File: src/rtl/text_line_sequencer_pkg.sv
// Shared constants for the text-field glyph sequencer.
package text_line_sequencer_pkg;

    // FSM state encoding
    localparam logic [1:0] ST_IDLE  = 2'd0;
    localparam logic [1:0] ST_FETCH = 2'd1;
    localparam logic [1:0] ST_SHIFT = 2'd2;

    localparam int unsigned GLYPH_W     = 8;
    localparam int unsigned GLYPH_H     = 8;
    localparam logic [7:0]  BLANK_CHAR  = 8'h20;
    localparam int unsigned ROM_LATENCY = 1;

endpackage

File: src/rtl/text_line_sequencer_glyph_serializer.sv
// Line buffer plus the sub-pixel/column/char walk that drives pix_on.
module glyph_serializer
    import text_line_sequencer_pkg::*;
#(
    parameter int unsigned NUM_CHARS = 8,
    parameter int unsigned SCALE     = 1
) (
    input  logic                                           clk,
    input  logic                                           reset,
    input  logic                                           cap_en,
    input  logic [((NUM_CHARS > 1) ? $clog2(NUM_CHARS) : 1)-1:0] cap_idx,
    input  logic [GLYPH_W-1:0]                             cap_data,
    input  logic                                           restart,
    input  logic                                           advance,
    input  logic                                           hold,
    output logic                                           pix_on,
    output logic                                           last_pos_c
);

    localparam int unsigned IDX_W = (NUM_CHARS > 1) ? $clog2(NUM_CHARS) : 1;
    localparam int unsigned SUB_W = (SCALE > 1) ? $clog2(SCALE) : 1;

    logic [GLYPH_W-1:0] line_buf [NUM_CHARS];
    logic [SUB_W-1:0]   sub;
    logic [2:0]         col;
    logic [IDX_W-1:0]   chr;

    // Final sub-pixel of the final column of the final character.
    assign last_pos_c = (sub == SUB_W'(SCALE - 1)) && (col == 3'(GLYPH_W - 1)) &&
                        (chr == IDX_W'(NUM_CHARS - 1));

    // Capture fetched glyph rows.
    always_ff @(posedge clk) begin
        if (reset) begin
            for (int i = 0; i < NUM_CHARS; i++) line_buf[i] <= '0;
        end else if (cap_en) begin
            line_buf[cap_idx] <= cap_data;
        end
    end

    // Walk sub-pixel, column and character on each consumed pixel.
    always_ff @(posedge clk) begin
        if (reset || restart) begin
            sub <= '0;
            col <= '0;
            chr <= '0;
        end else if (advance) begin
            if (sub == SUB_W'(SCALE - 1)) begin
                sub <= '0;
                col <= col + 3'd1;
                if (col == 3'(GLYPH_W - 1)) begin
                    chr <= (chr == IDX_W'(NUM_CHARS - 1)) ? '0 : chr + IDX_W'(1);
                end
            end else begin
                sub <= sub + SUB_W'(1);
            end
        end
    end

    // Pixel output: new bit on advance, held during the line, zero otherwise.
    always_ff @(posedge clk) begin
        if (reset) begin
            pix_on <= 1'b0;
        end else if (advance) begin
            pix_on <= line_buf[chr][3'(GLYPH_W - 1) - col];
        end else if (!hold) begin
            pix_on <= 1'b0;
        end
    end

endmodule

File: src/rtl/text_line_sequencer.sv
// Fetches one glyph row per character during hblank, then serialises it.
module text_line_sequencer
    import text_line_sequencer_pkg::*;
#(
    parameter int unsigned NUM_CHARS = 8,
    parameter int unsigned SCALE     = 1
) (
    input  logic       clk,
    input  logic       reset,
    input  logic       char_wr_en,
    input  logic [3:0] char_wr_addr,
    input  logic [7:0] char_wr_data,
    input  logic       line_start,
    input  logic [3:0] y_row,
    input  logic       active_line,
    input  logic       pix_advance,
    output logic       pix_on,
    output logic [7:0] rom_ascii,
    output logic [3:0] rom_row,
    input  logic [7:0] rom_pixels,
    output logic       busy,
    output logic       underrun
);

    localparam int unsigned IDX_W = (NUM_CHARS > 1) ? $clog2(NUM_CHARS) : 1;
    localparam int unsigned CNT_W = $clog2(NUM_CHARS + ROM_LATENCY + 1);

    logic [7:0]       str [NUM_CHARS];
    logic [1:0]       state, state_n;
    logic [CNT_W-1:0] fcnt, fcnt_n;
    logic             blank, blank_n;
    logic [7:0]       rom_ascii_n;
    logic [3:0]       rom_row_n;
    logic             underrun_n;
    logic             cap_en_c;
    logic [IDX_W-1:0] cap_idx_c;
    logic [7:0]       cap_data_c;
    logic             advance_c;
    logic             hold_c;
    logic             last_pos_c;

    // String register; out-of-range indices are dropped.
    always_ff @(posedge clk) begin
        if (reset) begin
            for (int i = 0; i < NUM_CHARS; i++) str[i] <= BLANK_CHAR;
        end else if (char_wr_en && ({1'b0, char_wr_addr} < 5'(NUM_CHARS))) begin
            str[char_wr_addr[IDX_W-1:0]] <= char_wr_data;
        end
    end

    // State register.
    always_ff @(posedge clk) begin
        if (reset) state <= ST_IDLE;
        else       state <= state_n;
    end

    // Next state, ROM issue, capture and serializer control.
    always_comb begin
        state_n     = state;
        fcnt_n      = fcnt;
        blank_n     = blank;
        rom_ascii_n = rom_ascii;
        rom_row_n   = rom_row;
        underrun_n  = underrun;
        cap_en_c    = 1'b0;
        cap_idx_c   = '0;
        cap_data_c  = rom_pixels;
        advance_c   = 1'b0;
        hold_c      = 1'b0;

        if (line_start) begin
            // A new line always aborts whatever is in flight.
            if (active_line) begin
                state_n = ST_FETCH;
                fcnt_n  = '0;
                blank_n = y_row[3];
                if (!y_row[3]) begin
                    rom_ascii_n = str[0];
                    rom_row_n   = {1'b0, y_row[2:0]};
                end
            end else begin
                state_n = ST_IDLE;
            end
        end else begin
            case (state)
                ST_IDLE: ;
                ST_FETCH: begin
                    if (pix_advance) underrun_n = 1'b1;
                    fcnt_n = fcnt + CNT_W'(1);
                    if (fcnt >= CNT_W'(ROM_LATENCY)) begin
                        cap_en_c   = 1'b1;
                        cap_idx_c  = IDX_W'(fcnt - CNT_W'(ROM_LATENCY));
                        cap_data_c = blank ? 8'h00 : rom_pixels;
                    end
                    if (!blank && (fcnt < CNT_W'(NUM_CHARS - 1))) begin
                        rom_ascii_n = str[IDX_W'(fcnt + CNT_W'(1))];
                    end
                    if (fcnt == CNT_W'(NUM_CHARS + ROM_LATENCY - 1)) begin
                        state_n = ST_SHIFT;
                    end
                end
                ST_SHIFT: begin
                    advance_c = pix_advance;
                    hold_c    = 1'b1;
                    if (pix_advance && last_pos_c) state_n = ST_IDLE;
                end
                default: state_n = ST_IDLE;
            endcase
        end
    end

    // Registered datapath and outputs.
    always_ff @(posedge clk) begin
        if (reset) begin
            fcnt      <= '0;
            blank     <= 1'b0;
            busy      <= 1'b0;
            rom_ascii <= BLANK_CHAR;
            rom_row   <= 4'd0;
            underrun  <= 1'b0;
        end else begin
            fcnt      <= fcnt_n;
            blank     <= blank_n;
            busy      <= (state_n == ST_FETCH);
            rom_ascii <= rom_ascii_n;
            rom_row   <= rom_row_n;
            underrun  <= underrun_n;
        end
    end

    glyph_serializer #(
        .NUM_CHARS (NUM_CHARS),
        .SCALE     (SCALE)
    ) u_ser (
        .clk        (clk),
        .reset      (reset),
        .cap_en     (cap_en_c),
        .cap_idx    (cap_idx_c),
        .cap_data   (cap_data_c),
        .restart    (line_start),
        .advance    (advance_c),
        .hold       (hold_c),
        .pix_on     (pix_on),
        .last_pos_c (last_pos_c)
    );

endmodule

File: config.mk
export PLATFORM = sky130hd
export DESIGN_NAME = text_line_sequencer
export DESIGN_NICKNAME = d
export VERILOG_FILES = /design/src/rtl/text_line_sequencer_pkg.sv /design/src/rtl/text_line_sequencer_glyph_serializer.sv /design/src/rtl/text_line_sequencer.sv
export SDC_FILE = /design/constraint.sdc
export NUM_CORES = 1
export LEC_CHECK = 0
export ABC_CLOCK_PERIOD_IN_PS = 4400
export CAP_MARGIN = 40
export CORE_MARGIN = 4
export CORE_UTILIZATION = 45
export CTS_BUF_LIST = sky130_fd_sc_hd__clkbuf_4
export CTS_CLUSTER_DIAMETER = 40
export DETAILED_ROUTE_END_ITERATION = 8
export SYNTH_ARGS = -nofsm -noshare
export SYNTH_HDL_FRONTEND = slang
export SYNTH_SLANG_ARGS = --single-unit
File: constraint.sdc
create_clock -name clk -period 4.4 [get_ports clk]
set_clock_uncertainty 0.1 [all_clocks]
set_input_delay 0.66 -clock clk [delete_from_list [all_inputs] [get_ports clk]]
set_output_delay 0.66 -clock clk [all_outputs]
set_load 0.02 [all_outputs]
==> results of run 1 <==
report_power, final:
part / internal (mW) / total (mW) / switching [mW]
clock: 0.297 / 0.867 / 0.570
sequential: 1.67 / 1.70 / 0.0251
combinational: 0.0859 / 0.200 / 0.114
total: 2.05 / 2.76 / 0.708
logic make-up (layout without fill, tap and decap cells):
| family | Yosys count | count (layout) |
|---|---|---|
| other cells | 1 | 2 |
| fa+ha+maj | 7 | 7 |
| simple gates | 237 | 237 |
| xor+xnor | 2 | 2 |
| buf+inv | 26 | 88 |
| mux | 57 | 57 |
| flops | 158 | 158 |
| compound gates | 37 | 37 |
cells in the mapped netlist, drive strengths merged (3+ instances only):
master	instances
buf	8
clkbuf	13
nor3	5
nand2	26
and2	56
nand4	3
nor2	96
nand2b	14
or3	6
or2	10
ha	7
inv	5
edfxtp	128
o21ai	12
nor2b	3
a21oi	15
dfxtp	30
nand3b	5
nand3	10
mux2i	23
mux4	33
metal layers:
metal / global-route usage (%) / vias to the layer above
met2: 29.0 / 141
met5: 0 / -
met4: 5.49 / 0
met3: 6.91 / 26
met1: 25.0 / 2128
li1: - / 2019
path summary, 6_finish.rpt:
check / start / end / slack, ns
max: fcnt[0]$_SDFFE_PP0P_ / u_ser.line_buf[4][0]$_SDFFCE_PN0P_ / 1.62
min: rom_ascii[5]$_SDFFE_PP1P_ / rom_ascii[5]$_SDFFE_PP1P_ / 0.38
max reg2reg: fcnt[0]$_SDFFE_PP0P_ / u_ser.line_buf[4][0]$_SDFFCE_PN0P_ / 1.62
min reg2reg: rom_ascii[5]$_SDFFE_PP1P_ / rom_ascii[5]$_SDFFE_PP1P_ / 0.38
state kept, by name, summed over array words and instances (netlist names), named ones only:
register / flops
blank: 1
busy: 1
fcnt: 4
rom_ascii: 8
rom_row: 3
state: 2
str: 64
u_ser.chr: 3
u_ser.col: 3
u_ser.line_buf: 64
u_ser.pix_on: 1
underrun: 1
per-stage QoR:
stage          cell area, sq um  worst slack (ns)
2_1_floorplan              7080              1.65
3_3_place_gp               7720              1.14
3_5_place_dp               7730              1.00
4_1_cts                    8010              1.59
5_1_grt                    8020              1.38
6_report                   8020              1.62
worst max-delay path: stages (launching register included):
cell and delay [ns]:
dfxtp_1 0.37, buf_4 0.37, ha_1 0.21, or2_1 0.11, a21oi_1 0.07, nor2_1 0.21
nand4_1 0.47, nand2b_1 0.53
layout make-up:
| type | instances | area (sq um) | share of cell area (%) |
|---|---|---|---|
| antenna | 1 | 2.50 | 0.0312 |
| clock buffer | 17 | 128 | 1.59 |
| clock inverter | 15 | 154 | 1.92 |
| inverter | 5 | 18.8 | 0.234 |
| multi-input combinational | 341 | 2510 | 31.3 |
| sequential | 158 | 4440 | 55.4 |
| tap | 211 | 264 | 3.29 |
| timing repair buffer | 51 | 493 | 6.15 |
==> flow_summary.yaml, run 1 <==
pwr:
  leakagePower_nw: 2.77
  powerDensity_nw_per_um2: 345
  ir_drop_v: 0.000164
  power_mw: 2.76
timing:
  slew_headroom_pct: 48.9
  period_minus_slack_ns: 2.78
  setup_viol: 0
  fmax_ghz: 0.360
  final_max_slew_viol_count: 0
  worst_slew_pin_slew_ns: 0.766
  setup_tns_ns: 0
  rsz0062_at_grt: "no"
  finalHoldViolCount: 0
  period_share_pct: 63.1
  hold_slack_ns: 0.385
grt:
  grt_max_degree: 24
  antenna_found_initial: 1
  grt_pass1_wl_um: 24400
  grt_overflow: 0
  grt_pass1_vias: 4313
  grt_use_total_pct: 18.7
synthesis:
  synthMuxAreaShare_pct: 14.2
  syn_area_sq_um: 7080
  synth_fa_ha_area_share_pct: 1.24
  synth_cells: 525
  synth_warnings: 0
  synth_top_family_by_area: "simple AND/OR/NAND/NOR gates"
  synth_ff_type: "edfxtp_1"
  synth_xor_area_share_pct: 0.353
  synth_compound_area_share_pct: 3.11
  avgSynthCellArea_sq_um: 13.5
  yosysSeqAreaShare_pct: 62.8
  synth.top_cells.by_area: "edfxtp_1 54%, mux4_2 8.9%, dfxtp_1 8.5%"
  synth_enable_flop_cells: 128
  yosysTopAreaCellShare_pct: 54.3
  synthesis.nets: 562
  async_flop_share_pct: 0
  yosysTopAreaCell: "edfxtp_1"
  ys_ff_latch: 158
  ys_types: 44
  synth-simple-area-share_pct: 16.6
routing:
  dr_wl_met2_um: 7730
  met1Wirelength_um: 6730
  wl_um: 15900
  drt_pass1_iterations: 5
  highest_layer: "met4"
  antenna_left: 0
  drt_first_iter_violations: 400
  drc: 0
  dr_total_vias: 4314
  viasPerCell: 5.40
  wl_per_cell_um: 19.9
  wl_met3_um: 1200
worst_setup_path:
  reg2reg_depth: 7
  worst_ep_arrival_time_ns: 2.93
  crit_path_start_kind: "register"
  cp-end-kind: "register"
  required_ns: 4.55
  path_max_fanout: 23
  critPathKind: "reg2reg"
clocking:
  htreeDepth: 4
  path_clk_slew_ns: 0.15
  cts_setup_buffers: 0
  cts_tree: "built"
  cts.path.max_buffers: 2
  cts.sinks: 158
  root_buffer: "clkbuf_4"
  cts_hold_buf: 0
  clkLatencyLatePin_ns: 0.59
  cts_buffers: 17
  ctsResizeCount: 0
placement:
  place_inst: 766
  port_buffers: 43
  gp_congestion: 0.759
  hpwl_um: 11300
floorplanning:
  initial_core_util_pct: 46.2
  rows: 45
  die_area_sq_um: 17800
  core_sq_um: 15300
  pin_count: 45
  fp.dieH_um: 133
  die_x_um: 133
status:
  outcome: "finished clean"
finish:
  fin_cells: 799
  postLayoutCoreUtil_pct: 52.3
  final_cell_mix: "128 x edfxtp_1, 96 x nor2_1, 56 x and2_1"
  drive_gt1_share_pct: 12.1
  fin_nets: 611
  final_common_cell: "edfxtp_1"
  n_fill_cell: 1334
  area_delta_synth_final_pct: 13.2
hold_path:
  holdPathStages: 1
  holdCritPathClass: "reg2reg"
run:
  cap_viol_max_count: 0
(Power assumes the default switching activity.)
==> inputs of run 2 (changes only) <==
--- a/config.mk
+++ b/config.mk
@@ -5,13 +5,14 @@
 export SDC_FILE = /design/constraint.sdc
 export NUM_CORES = 1
 export LEC_CHECK = 0
-export ABC_CLOCK_PERIOD_IN_PS = 4400
+export ABC_CLOCK_PERIOD_IN_PS = 2250
 export CAP_MARGIN = 40
 export CORE_MARGIN = 4
 export CORE_UTILIZATION = 45
 export CTS_BUF_LIST = sky130_fd_sc_hd__clkbuf_4
 export CTS_CLUSTER_DIAMETER = 40
 export DETAILED_ROUTE_END_ITERATION = 8
+export PLACE_DENSITY = 0.66
 export SYNTH_ARGS = -nofsm -noshare
 export SYNTH_HDL_FRONTEND = slang
 export SYNTH_SLANG_ARGS = --single-unit
==> constraint.sdc (replaced) <==
create_clock -name clk -period 2.25 [get_ports clk]
set_clock_uncertainty 0.1 [all_clocks]
set_input_delay 0.3375 -clock clk [delete_from_list [all_inputs] [get_ports clk]]
set_output_delay 0.3375 -clock clk [all_outputs]
set_load 0.02 [all_outputs]
==> flow_summary.yaml, run 2 (synthesis results as in run 1) <==
routing:
  drt_pass1_iterations: 7
  wl_um: 15400
  drt_first_iter_violations: 419
  drc: 0
  dr_total_vias: 4510
  viasPerCell: 5.27
  wl_per_cell_um: 18.1
  antenna_left: 0
hold_path:
  hp-start: "y_row[2]"
  holdPathStages: 3
  hold_end: "rom_row[2]$_SDFFE_PP0P_"
  holdCritPathClass: "in2reg"
finish:
  drive_gt1_share_pct: 21.6
  design_area_sq_um: 8610
  largestRegisters: "str: 64 flops, u_ser.line_buf: 64 flops, rom_ascii: 8 flops"
  seq_area_sq_um: 4450
  postLayoutCoreUtil_pct: 56.2
  n_fill_cell: 1288
  final_cell_mix: "128 x edfxtp_1, 96 x nor2_1, 56 x and2_1"
  multi_input_area_sq_um: 2550
  area_delta_synth_final_pct: 21.5
  fin_nets: 667
  final_common_cell: "edfxtp_1"
floorplanning:
  fp.dieH_um: 133
  initial_core_util_pct: 46.2
  core_sq_um: 15300
  die_area_sq_um: 17800
  die_x_um: 133
  pin_count: 45
  rows: 45
pwr:
  power_switching_mw: 1.36
  combPwrFrac_pct: 8.3
  switching_share_pct: 25.0
  pwr-share-seq_pct: 60.6
  leakagePower_nw: 3.12
  powerDensity_nw_per_um2: 635
  ir_drop_v: 0.000299
  p_clk_share_pct: 31.0
  intPower_mw: 4.10
worst_setup_path:
  worst_ep_arrival_time_ns: 2.46
  cp-end-kind: "register"
  path_max_fanout: 7
  crit_path_start_kind: "register"
  r2r_end: "u_ser.pix_on$_SDFFE_PP0P_"
  cp_cell_sequence: "mux4_1 > mux4_2 > a311oi_1 > a2111oi_1"
  reg2reg_depth: 4
  cpPeakStageDelay_ns: 0.58
  critPathKind: "reg2reg"
  required_ns: 2.58
  rrSetupSlack_ns: 0.12
  cpMaxStageDelayCell: "mux4_1"
clocking:
  cts_tree: "built"
  cts.path.max_buffers: 2
  cts_hold_buf: 0
  cts_buffers: 17
  path_clk_slew_ns: 0.14
  clkLatencyLatePin_ns: 0.56
  root_buffer: "clkbuf_4"
  htreeDepth: 4
  cts.sinks: 158
timing:
  fmax_ghz: 0.469
  setup_tns_ns: 0
  setup_viol: 0
  period_share_pct: 94.9
  period_minus_slack_ns: 2.13
  finalHoldViolCount: 0
  rsz0062_at_grt: "no"
  final_max_slew_viol_count: 0
run:
  cap_viol_max_count: 0
grt:
  antenna_found_initial: 1
  grt_pass1_wl_um: 24700
  grt_overflow: 0
  grt_max_degree: 24
  grt_use_total_pct: 18.2
  grt_pass1_vias: 4608
placement:
  port_buffers: 43
  gp_congestion: 0.872
  post_dp_cell_area_sq_um: 8310
  hpwl_um: 11600
status:
  outcome: "finished clean"
## run 2: area by class of cell
type	count	share of cell area, %
Antenna cell	1	0.0291
Tap cell	211	3.07
Clock buffer	18	1.57
Clock inverter	14	1.72
Sequential cell	158	51.7
Inverter	5	0.218
Multi-Input combinational cell	341	29.7
Timing Repair Buffer	107	12.0
## run 2: worst max path at each step
stage,depth (start not counted),to,slack (ns),startpoint
floorplan,7,u_ser.line_buf[7][0]$_SDFFCE_PN0P_,0.05,fcnt[0]$_SDFFE_PP0P_
CTS,4,u_ser.pix_on$_SDFFE_PP0P_,0.01,register
detailed placement,8,register,-0.002,line_start
finish,4,u_ser.pix_on$_SDFFE_PP0P_,0.12,register
global placement,8,register,0.01,line_start
global route,6,u_ser.pix_on$_SDFFE_PP0P_,0.003,register
## run 2: power groups by stage
stage | Clock [mW] | Sequential (mW) | Combinational, mW
floorplan | 0 | 3.37 | 0.213
global placement | 0 | 3.37 | 0.447
detailed placement | 0 | 3.38 | 0.457
CTS | 1.73 | 3.31 | 0.459
global route | 1.86 | 3.32 | 0.493
finish | 1.69 | 3.31 | 0.456
## run 2: timing repair
action / 4_1_cts / 5_1_grt
setup buffers: 0 / 0
endpoints found under the setup margin: 0 / 15
resized for setup: 0 / 3
## run 2: metrics by stage
stage | power [mW] | std cells | setup WS [ns] | hold slack [ns]
2_1_floorplan | 3.58 | 525 | 0.0512 | 0.349
3_3_place_gp | 3.82 | 822 | 0.0123 | 0.350
3_5_place_dp | 3.84 | 822 | -0.00183 | 0.355
4_1_cts | 5.50 | 854 | 0.0104 | 0.203
5_1_grt | 5.68 | 855 | 0.00342 | 0.227
6_report | 5.46 | 855 | 0.116 | 0.239
## run 2: worst max-delay path: cells and delay by family, from the launching register on
| family | cells | cell delay, ns |
|---|---|---|
| AO/OA/AOI/OAI | 2 | 0.42 |
| multiplexers | 2 | 1.05 |
| flip-flops | 1 | 0.45 |
## run 2: layer usage
metal,part of all wire [%],GRT usage (%),vias up
met5,0,0,-
met4,1.6,5.60,0
met3,5.9,5.17,16
met2,49,28.9,133
met1,44,24.6,2223
li1,-,-,2138
